## src/rtl/irq_pkg.sv

```systemverilog
// Shared types for the interrupt controller: FSM state, return-stack frame
// and the default vector base address.
package irq_pkg;

    // Frame fields are sized for the widest supported configuration
    // (up to 256 sources, program addresses up to 16 bits).
    localparam int unsigned IRQ_IDX_W       = 8;
    localparam int unsigned IRQ_ADDR_W      = 16;
    localparam int unsigned IRQ_VECTOR_BASE = 32'h0000_00F0;

    typedef enum logic [1:0] {
        IDLE = 2'd0,
        TAKE = 2'd1,
        RET  = 2'd2
    } irq_state_t;

    typedef struct packed {
        logic [IRQ_IDX_W-1:0]  idx;
        logic [IRQ_ADDR_W-1:0] addr;
    } irq_frame_t;

endpackage

```

## src/rtl/irq_return_stack.sv

```systemverilog
// LIFO of {source index, return address} frames used for nested interrupts.
// The controller never pushes and pops in the same cycle.
module irq_return_stack
    import irq_pkg::*;
#(
    parameter int unsigned STACK_DEPTH = 4
) (
    input  logic       clk,
    input  logic       rst_n,
    input  logic       push,
    input  logic       pop,
    input  irq_frame_t push_frame,
    output irq_frame_t top_frame,
    output logic       full,
    output logic       empty
);
    localparam int unsigned PTR_W = (STACK_DEPTH > 1) ? $clog2(STACK_DEPTH) : 1;
    localparam int unsigned CNT_W = $clog2(STACK_DEPTH + 1);

    irq_frame_t       frames_q [STACK_DEPTH];
    irq_frame_t       frames_d [STACK_DEPTH];
    logic [CNT_W-1:0] count_q;
    logic [CNT_W-1:0] count_d;

    assign full      = (count_q == CNT_W'(STACK_DEPTH));
    assign empty     = (count_q == '0);
    assign top_frame = empty ? '0 : frames_q[PTR_W'(count_q - CNT_W'(1))];

    always_comb begin
        frames_d = frames_q;
        count_d  = count_q;
        if (push && !full) begin
            frames_d[PTR_W'(count_q)] = push_frame;
            count_d                   = count_q + CNT_W'(1);
        end else if (pop && !empty) begin
            count_d = count_q - CNT_W'(1);
        end
    end

    always_ff @(posedge clk or negedge rst_n) begin
        if (!rst_n) begin
            for (int unsigned i = 0; i < STACK_DEPTH; i++) begin
                frames_q[i] <= '0;
            end
            count_q <= '0;
        end else begin
            frames_q <= frames_d;
            count_q  <= count_d;
        end
    end

endmodule

```

## src/rtl/irq_controller.sv

```systemverilog
// Vectored, prioritised interrupt controller: edge-latched requests, mask/GIE
// arbitration, vector take at instruction boundaries and LIFO return on RETI.
module irq_controller
    import irq_pkg::*;
#(
    parameter int unsigned prog_mem_length = 8,
    parameter int unsigned NUM_IRQ         = 4,
    parameter int unsigned VECTOR_BASE     = IRQ_VECTOR_BASE,
    parameter int unsigned STACK_DEPTH     = 4
) (
    input  logic                       clk,
    input  logic                       rst,
    input  logic [NUM_IRQ-1:0]         irqIn,
    input  logic                       ceMask,
    input  logic [NUM_IRQ-1:0]         maskIn,
    input  logic                       eiCmd,
    input  logic                       diCmd,
    input  logic                       instrDone,
    input  logic [prog_mem_length-1:0] pcNext,
    input  logic                       retiCmd,
    output logic                       irqTake,
    output logic [prog_mem_length-1:0] vectorAdr,
    output logic                       retValid,
    output logic [prog_mem_length-1:0] retAdr,
    output logic [NUM_IRQ-1:0]         pending,
    output logic [NUM_IRQ-1:0]         active,
    output logic                       stackErr
);
    localparam int unsigned WIN_W = (NUM_IRQ > 1) ? $clog2(NUM_IRQ) : 1;

    logic [NUM_IRQ-1:0]         sync1_q, sync2_q, edge_q;
    logic [NUM_IRQ-1:0]         rise;
    logic [NUM_IRQ-1:0]         pending_q, pending_d;
    logic [NUM_IRQ-1:0]         active_q, active_d;
    logic [NUM_IRQ-1:0]         mask_q, mask_d;
    logic                       gie_q, gie_d;
    logic                       stack_err_q, stack_err_d;
    irq_state_t                 state_q, state_d;
    logic [prog_mem_length-1:0] vector_q, vector_d;
    logic [prog_mem_length-1:0] ret_adr_q, ret_adr_d;

    logic [NUM_IRQ-1:0]         eligible, win_onehot, take_set, ret_clr;
    logic [WIN_W-1:0]           winner;
    logic                       prio_blk, win_found;

    logic                       stk_push, stk_pop, stk_full, stk_empty;
    irq_frame_t                 push_frame, top_frame;

    irq_return_stack #(
        .STACK_DEPTH(STACK_DEPTH)
    ) u_stack (
        .clk       (clk),
        .rst_n     (rst),
        .push      (stk_push),
        .pop       (stk_pop),
        .push_frame(push_frame),
        .top_frame (top_frame),
        .full      (stk_full),
        .empty     (stk_empty)
    );

    assign push_frame = {IRQ_IDX_W'(winner), IRQ_ADDR_W'(pcNext)};

    // A source may only preempt if its index is below every active index.
    always_comb begin
        eligible   = '0;
        win_onehot = '0;
        winner     = '0;
        prio_blk   = 1'b0;
        win_found  = 1'b0;
        for (int unsigned i = 0; i < NUM_IRQ; i++) begin
            prio_blk    = prio_blk | active_q[i];
            eligible[i] = pending_q[i] & mask_q[i] & gie_q & ~stk_full & ~prio_blk;
            if (eligible[i] && !win_found) begin
                win_found     = 1'b1;
                winner        = WIN_W'(i);
                win_onehot[i] = 1'b1;
            end
        end
    end

    always_comb begin
        state_d     = state_q;
        stk_push    = 1'b0;
        stk_pop     = 1'b0;
        take_set    = '0;
        ret_clr     = '0;
        stack_err_d = stack_err_q;
        vector_d    = vector_q;
        ret_adr_d   = ret_adr_q;
        case (state_q)
            IDLE: begin
                if (retiCmd) begin
                    if (!stk_empty) begin
                        stk_pop   = 1'b1;
                        state_d   = RET;
                        ret_adr_d = prog_mem_length'(top_frame.addr);
                        for (int unsigned i = 0; i < NUM_IRQ; i++) begin
                            ret_clr[i] = (IRQ_IDX_W'(i) == top_frame.idx);
                        end
                    end else begin
                        stack_err_d = 1'b1;
                    end
                end else if (instrDone && |eligible) begin
                    stk_push = 1'b1;
                    state_d  = TAKE;
                    take_set = win_onehot;
                    vector_d = prog_mem_length'(VECTOR_BASE + 32'(winner));
                end
            end
            TAKE:    state_d = IDLE;
            RET:     state_d = IDLE;
            default: state_d = IDLE;
        endcase
    end

    always_comb begin
        mask_d = ceMask ? maskIn : mask_q;
        gie_d  = gie_q;
        if (diCmd) begin
            gie_d = 1'b0;
        end else if (eiCmd) begin
            gie_d = 1'b1;
        end
        rise      = sync2_q & ~edge_q;
        pending_d = (pending_q & ~take_set) | rise;
        active_d  = (active_q | take_set) & ~ret_clr;
    end

    always_ff @(posedge clk or negedge rst) begin
        if (!rst) begin
            sync1_q     <= '0;
            sync2_q     <= '0;
            edge_q      <= '0;
            pending_q   <= '0;
            active_q    <= '0;
            mask_q      <= '0;
            gie_q       <= 1'b0;
            stack_err_q <= 1'b0;
            state_q     <= IDLE;
            vector_q    <= '0;
            ret_adr_q   <= '0;
        end else begin
            sync1_q     <= irqIn;
            sync2_q     <= sync1_q;
            edge_q      <= sync2_q;
            pending_q   <= pending_d;
            active_q    <= active_d;
            mask_q      <= mask_d;
            gie_q       <= gie_d;
            stack_err_q <= stack_err_d;
            state_q     <= state_d;
            vector_q    <= vector_d;
            ret_adr_q   <= ret_adr_d;
        end
    end

    assign irqTake   = (state_q == TAKE);
    assign retValid  = (state_q == RET);
    assign vectorAdr = vector_q;
    assign retAdr    = ret_adr_q;
    assign pending   = pending_q;
    assign active    = active_q;
    assign stackErr  = stack_err_q;

endmodule
```

## config.mk

```make
export PLATFORM = sky130hd
export DESIGN_NAME = irq_controller
export DESIGN_NICKNAME = d
export VERILOG_FILES = /design/src/rtl/irq_pkg.sv /design/src/rtl/irq_return_stack.sv /design/src/rtl/irq_controller.sv
export SDC_FILE = /design/constraint.sdc
export NUM_CORES = 1
export LEC_CHECK = 0
export CAP_MARGIN = 20
export CELL_PAD_IN_SITES_DETAIL_PLACEMENT = 0
export CELL_PAD_IN_SITES_GLOBAL_PLACEMENT = 1
export CORE_UTILIZATION = 40
export CTS_BUF_LIST = sky130_fd_sc_hd__clkbuf_16
export CTS_CLUSTER_DIAMETER = 100
export DETAILED_ROUTE_END_ITERATION = 12
export PLACE_DENSITY = 0.66
export SYNTH_ARGS = -nofsm -noshare
export SYNTH_HDL_FRONTEND = slang
export SYNTH_HIERARCHICAL = 1
export SYNTH_SLANG_ARGS = --single-unit
```

## constraint.sdc

```tcl
create_clock -name clk -period 7.5 [get_ports clk]
set_input_delay 2.25 -clock clk [delete_from_list [all_inputs] [get_ports clk]]
set_output_delay 2.25 -clock clk [all_outputs]
set_load 0.01 [all_outputs]
```

# Word level (Yosys, flattened, before mapping)
# Index checks and enable logic that the tools add are counted.
[totals]
wordCells = 128
out_inout_bits = 27
in_bits = 23
register_bits = 143
[op_classes]
n_bitwise = 36
magnitude_cmp = 3
n_addsub = 3
eq_ne = 8
reduce_logical = 22
mux = 36
[ops]
columns = ["cell", "n"]
rows = [
  ["96-bit bitwise mux", 1],
  ["24-bit 2-to-1 mux", 4],
  ["24-bit binary-select mux with 2-bit select", 1],
  ["24-bit demux with 2-bit select", 1],
  ["4-bit 2-to-1 mux", 6],
  ["1-bit bitwise AND", 16],
  ["2-bit by 8-bit == test with 1-bit output (first input constant)", 2],
  ["1-bit 2-to-1 mux", 15],
  ["4-bit bitwise AND", 3],
  ["2-bit 2-to-1 mux", 6],
  ["4-bit inverter", 3],
  ["3-bit AND reduction", 3],
  ["8-bit by 2-bit adder with 8-bit output (first input constant)", 1],
  ["1-bit by 8-bit == test with 1-bit output (first input constant)", 1],
  ["8-bit zero test", 1],
  ["4-bit OR", 2],
  ["1-bit logical AND", 7],
  ["1-bit inverter", 7],
  ["3-bit greater-or-equal comparator (second input constant)", 2],
  ["3-bit 2-to-1 mux", 2],
  ["3-bit != test (second input constant)", 2],
  ["2-bit inverter with 3-bit output", 2],
  ["1-bit zero test", 5],
  ["2-bit nonzero test", 2],
  ["other kinds (11)", 13],
]

# Longest topological paths before layout
# Gate-level depths: netlist (run 1).
[depth]
ltp_word = 20
depth_mapped = 13
mapped_depth_nobuf = 9

# Modules after synthesis
# The synthesis (run 1) kept the hierarchy.
[modules_own_cells]
columns = ["mod", "instances", "cells_each", "area_each_um2"]
rows = [
  ["irq_return_stack", 1, 287, 4828.4],
  ["irq_controller", 1, 113, 1521.5],
]

# Worst setup path after synthesis (run 1)
# OpenSTA, ideal clock, no wires.
[synth_timing]
path_type = "in2reg"
startpoint = "input retiCmd"
endpoint = "register u_stack/frames_q[72] (netlist name)"
t_required_ns = 7.375
cell_stages = 7
path_buffers = 2
setup_slack_ns = 3.420
t_arrival_ns = 3.954
cell_sequence = "or4b_1 -> o21ba_2 -> a21boi_2 -> buf_4 -> nand2_4 -> buf_6 -> mux2_4"
[synth_between]
elab_chain_cells = 3
[synth_lines]
columns = ["element", "line_no", "source"]
rows = [
  ["start: declaration", "irq_controller.sv:20", "input logic retiCmd,"],
  ["1-bit 2-to-1 mux", "irq_controller.sv:93", "if (retiCmd) begin"],
  ["1-bit 2-to-1 mux", "irq_controller.sv:91", "case (state_q)"],
  ["net stk_push", "irq_controller.sv:46", "logic stk_push, stk_pop, stk_full, stk_empty;"],
  ["1-bit logical AND", "irq_return_stack.sv:32", "if (push && !full) begin"],
  ["end signal: assignment", "irq_return_stack.sv:47", "frames_q <= frames_d;"],
  ["end: declaration", "irq_return_stack.sv:20", "irq_frame_t frames_q [STACK_DEPTH];"],
]
# The timed path passes the listed nets, and every way through them passes these cells.
# A chain may end at the register's enable or synchronous reset.

# Worst setup path in the final report (run 1)
[layout_timing]
startpoint = "input retiCmd"
endpoint = "register u_stack/frames_q[4] (netlist name)"
# Same word-level chain as after synthesis.

==> reports/qor.yml, run 1 <==
status: "completed"
grt_overflow: 0
required_ns: 7.73
worstSetupPathType: "input pin to flop"
cts-root-buf: "clkbuf_16"
place_congestion: 0.723
crit_chain: "clkdlybuf4s50_1 > or4b_1 > o21ba_2 > a21boi_2 > nand2_1 > mux2_2"
fp.dieH_um: 113
final_common_cell: "dfrtp_1"
r2r_end: "u_stack/frames_q[4]$_DFFE_PN0P_"
dr.pass1.iters: 4
grt.total_usage_pct: 16.0
syn_area_mm2: 0.00489
dp_hpwl_mm: 5.85
hold_depth: 0
critPathMaxFanout: 16
wl_mm: 8.99
cp_slowest_cell: "nand2_1"
crit_family: "simple AND/OR/NAND/NOR gates"
cts.sinks: 106
cts_buffers: 9
grt_pass1_vias: 2799
drive_above_1_share_pct: 32.2
drv_cap: 0
fmaxAchievable_ghz: 0.201
holdPathEnd: "sync2_q[0]$_DFF_PN0_"
fp.dieArea_mm2: 0.0127
max_stage_delay_ns: 0.61
postSynthAreaPerCell_um2: 15.3
post_drt_wl_per_cell_um: 16.8
final_nets: 413
r2r.worst_path.cells: 10
dpl_cell_area_mm2: 0.00549
drt_iter0_markers: 121
cp_num_buf_inv: 1
drc: 0
row_count: 40
cts_tree: "yes"
grt_max_degree: 65
post_cts_buffers: 0
die_w_um: 113
io_pins: 50
worst_ep_arrival_time_ns: 5.22
leakage_nw: 2.83
dp.cells: 520
tns_ns: 0
critPathCaptureType: "flop"
clk_pin_slew_ns: 0.07
grt_antenna_before_repair: 0
clockBufferDepth: 2
postLayoutCellArea_mm2: 0.00575
rsz0062_at_grt: "false"
cp.depth: 6
grt_pass1_wl_mm: 15.2
start_kind: "input pin"
n_fill_cell: 1060
hold_start: "sync1_q[0]$_DFF_PN0_"
final_cell_mix: "106 x dfrtp_1, 46 x clkdlybuf4s50_1, 41 x mux2_4"
slew_violations: 0
initial_core_util_pct: 40.9
cts_hold_buf: 0
power_density_mw_per_mm2: 307
layoutNonFillerInstCount: 535
tightest_slew_ns: 0.835
finalPower_mw: 1.77
finalCriticalPeriod_ns: 4.99
htree_levels: 3
max_slew_margin_pct: 44.3
fin_skew_ns: 0.00905
postCtsResizedCells: 0
clock_latency_ns: 0.35
min_path_type: "flop to flop"
hold_ws_ns: 0.353
port_buffers: 47
core-area_mm2: 0.0120
hold_viol: 0
peakVddDrop_uv: 212
r2r_slack_ns: 3.31
vias_per_cell: 4.97
finalSetupViolations: 0
yosysWarningCount: 6
route.vias.total: 2657
area_growth_syn_to_layout_pct: 17.6
ant_nets: 0
diodes: 0
fin_crit_sh_pct: 66.5
r2r_start: "u_stack/count_q[0]$_DFFE_PN0P_"
syn_inst: 320
per-stage QoR:
step	setup slack (ns)	util, %
after floorplan	3.44	-
after global placement	2.18	45.9
after detailed placement	2.08	45.9
after CTS	2.47	48.1
after global routing	2.26	48.1
final	2.51	48.1
worst max path at each step:
| stage | startpoint | end | slack (ns) |
|---|---|---|---|
| 4_1_cts | retiCmd | u_stack/frames_q[4]$_DFFE_PN0P_ | 2.47 |
| 3_3_place_gp | retiCmd | u_stack/frames_q[3]$_DFFE_PN0P_ | 2.18 |
| 5_1_grt | retiCmd | u_stack/frames_q[4]$_DFFE_PN0P_ | 2.26 |
| 6_report | retiCmd | u_stack/frames_q[4]$_DFFE_PN0P_ | 2.51 |
| 2_1_floorplan | retiCmd | u_stack/frames_q[72]$_DFFE_PN0P_ | 3.44 |
| 3_5_place_dp | retiCmd | u_stack/frames_q[5]$_DFFE_PN0P_ | 2.08 |
report_power, final:
group	total, mW	switching [mW]	leakage, nW	internal [mW]
combinational	0.578	0.246	1.34	0.332
sequential	0.762	0.0702	1.36	0.692
clock	0.425	0.204	0.133	0.221
routing by layer:
layer	vias up	share of wire, %	track usage (%)
li1	1234	-	-
met1	1370	47	21.3
met4	0	0.93	5.96
met2	45	49	25.1
met5	-	0	0
met3	8	3.4	4.27
registers in the layout (all words and copies together) (netlist names):
signal            flops
stackErr              1
retAdr                8
pending               4
u_stack/count_q       3
state_q               2
edge_q                4
sync2_q               4
sync1_q               4
active                4
gie_q                 1
u_stack/frames_q     64
mask_q                4
vectorAdr             3
final cells by class:
class                   instances  area (um2)  area share [%]
multi-input cells             204        2110            36.7
flip-flops and latches        106        2650            46.1
inverters                      12        45.0           0.783
well taps                     147         184            3.20
repair buffers                 51         498            8.66
clock inverters                 6        35.0           0.609
clock buffers                   9         225            3.92
(Power assumes the default switching activity.)
==> inputs of run 2 (changes only) <==
clock period = 4.7 ns   (was 7.5 ns; I/O delays follow)
==> reports/qor.yml, run 2 (synthesis results as in run 1) <==
dp_hpwl_mm: 5.96  # +1.8%
drv_cap: 0  # unchanged
worst_ep_arrival_time_ns: 4.05  # -1.17 ns
min_path_type: "flop to flop"
finalCriticalPeriod_ns: 3.81
htree_levels: 3  # unchanged
fp.dieArea_mm2: 0.0127  # unchanged
cts-root-buf: "clkbuf_16"
start_kind: "input pin"
power_density_mw_per_mm2: 500  # +63%
initial_core_util_pct: 40.9  # unchanged
final_nets: 414  # +0.24%
largest_reg_flops: 64  # unchanged
finalSetupViolations: 0  # unchanged
clockBufferDepth: 2  # unchanged
top_register: "u_stack/frames_q"
row_count: 40  # unchanged
postCtsResizedCells: 0  # unchanged
tightest_slew_ns: 0.847  # +0.0121 ns
port_buffers: 47  # unchanged
fp.dieH_um: 113  # unchanged
ff_latch_area_mm2: 0.00265  # unchanged
fmaxAchievable_ghz: 0.262
dr.pass1.iters: 4  # unchanged
cts_hold_buf: 0  # unchanged
core-area_mm2: 0.0120  # unchanged
drive_above_1_share_pct: 32.8  # +0.60 points
io_pins: 50  # unchanged
leakage_nw: 2.86  # +0.79%
die_w_um: 113  # unchanged
tns_ns: 0  # unchanged
multi_input_area_mm2: 0.00211  # unchanged
ant_nets: 0  # unchanged
post_cts_buffers: 0  # unchanged
cts_tree: "yes"
post_drt_wl_per_cell_um: 16.5  # -1.8%
grt_pass1_wl_mm: 15.5  # +1.7%
peakVddDrop_uv: 252  # +19%
status: "completed"
fin_skew_ns: 0.0111  # +0.00203 ns
place_congestion: 0.732  # +1.3%
critPathMaxFanout: 16  # unchanged
clk_pin_slew_ns: 0.07  # about the same
final_cell_mix: "106 x dfrtp_1, 46 x clkdlybuf4s50_1, 41 x mux2_4"
clock_latency_ns: 0.35  # about the same
route.vias.total: 2640  # -0.64%
final_common_cell: "dfrtp_1"
hold_ws_ns: 0.350  # -0.00383 ns
critPathCaptureType: "flop"
drc: 0  # unchanged
required_ns: 4.93  # -2.80 ns
grt_pass1_vias: 2897  # +3.5%
grt_max_degree: 66  # +1.5%
worstSetupPathType: "input pin to flop"
area_growth_syn_to_layout_pct: 18.8
hold_viol: 0  # unchanged
n_fill_cell: 1038  # -2.1%
rsz0062_at_grt: "false"
grt_overflow: 0  # unchanged
wl_mm: 8.86  # -1.5%
slew_violations: 0  # unchanged
diodes: 0  # unchanged
max_slew_margin_pct: 43.5  # -0.81 points
grt_antenna_before_repair: 0  # unchanged
vias_per_cell: 4.92  # -1.0%
drt_iter0_markers: 85  # -30%
fin_crit_sh_pct: 81.1
cts_buffers: 9  # unchanged
cts.sinks: 106  # unchanged
grt.total_usage_pct: 15.9  # -0.029 points
-- run 2: changes by cell type in the layout (fill, tap and decap cells not counted), sizes merged --
cell,previous run,this run
buf,5,6
bufinv,0,1
clkinv,3,2
inv,14,15
-- run 2: layout make-up --
class                   count  share of cell area (%)
flip-flops and latches    106                    45.7
clock inverters             7                    1.49
repair buffers             52                    8.70
multi-input cells         204                    36.3
well taps                 147                    3.17
inverters                  12                   0.776
clock buffers               9                    3.88
-- run 2: power by group --
group          total, mW  internal [mW]  switching (mW)
combinational      0.913          0.527           0.386
sequential          1.22           1.10           0.114
clock              0.773          0.424           0.348
total               2.90           2.06           0.849
-- run 2: stage by stage --
step	cell area, um2	power, mW	setup slack [ns]	util, %	instances
after floorplan	4980	1.93	1.48	-	345
after global placement	5500	2.15	0.541	46.0	521
after detailed placement	5500	2.17	0.466	46.0	521
after CTS	5810	2.96	0.839	48.6	537
after global routing	5810	3.09	0.699	48.6	537
final	5810	2.90	0.888	48.6	537
-- run 2: worst paths after layout --
kind	slack [ns]	cells after the start	to	startpoint
setup reg to reg	1.22	10	u_stack/frames_q[23]$_DFFE_PN0P_	u_stack/count_q[1]$_DFFE_PN0P_
hold / removal	0.35	0	sync2_q[1]$_DFF_PN0_	sync1_q[1]$_DFF_PN0_
setup / recovery	0.89	7	u_stack/frames_q[23]$_DFFE_PN0P_	retiCmd
max in group asynchronous	2.74	2	u_stack/frames_q[47]$_DFFE_PN0P_	rst
min in group asynchronous	1.16	1	edge_q[3]$_DFF_PN0_	rst
hold reg to reg	0.35	0	sync2_q[1]$_DFF_PN0_	sync1_q[1]$_DFF_PN0_
-- run 2: layer usage --
layer | vias to the layer above | routed length (um) | track usage, %
li1 | 1236 | - | -
met1 | 1349 | 4250 | 22.0
met2 | 46 | 4250 | 25.6
met3 | 9 | 253 | 3.19
met4 | 0 | 106 | 4.80
met5 | - | 0 | 0
-- run 2: worst max-delay path, stage by stage --
cell and delay, ns:
clkdlybuf4s50_1 0.44, or4b_1 0.57, o21ba_2 0.33, a21boi_2 0.17, buf_4 0.21, nand2_1 0.46, mux2_2 0.45
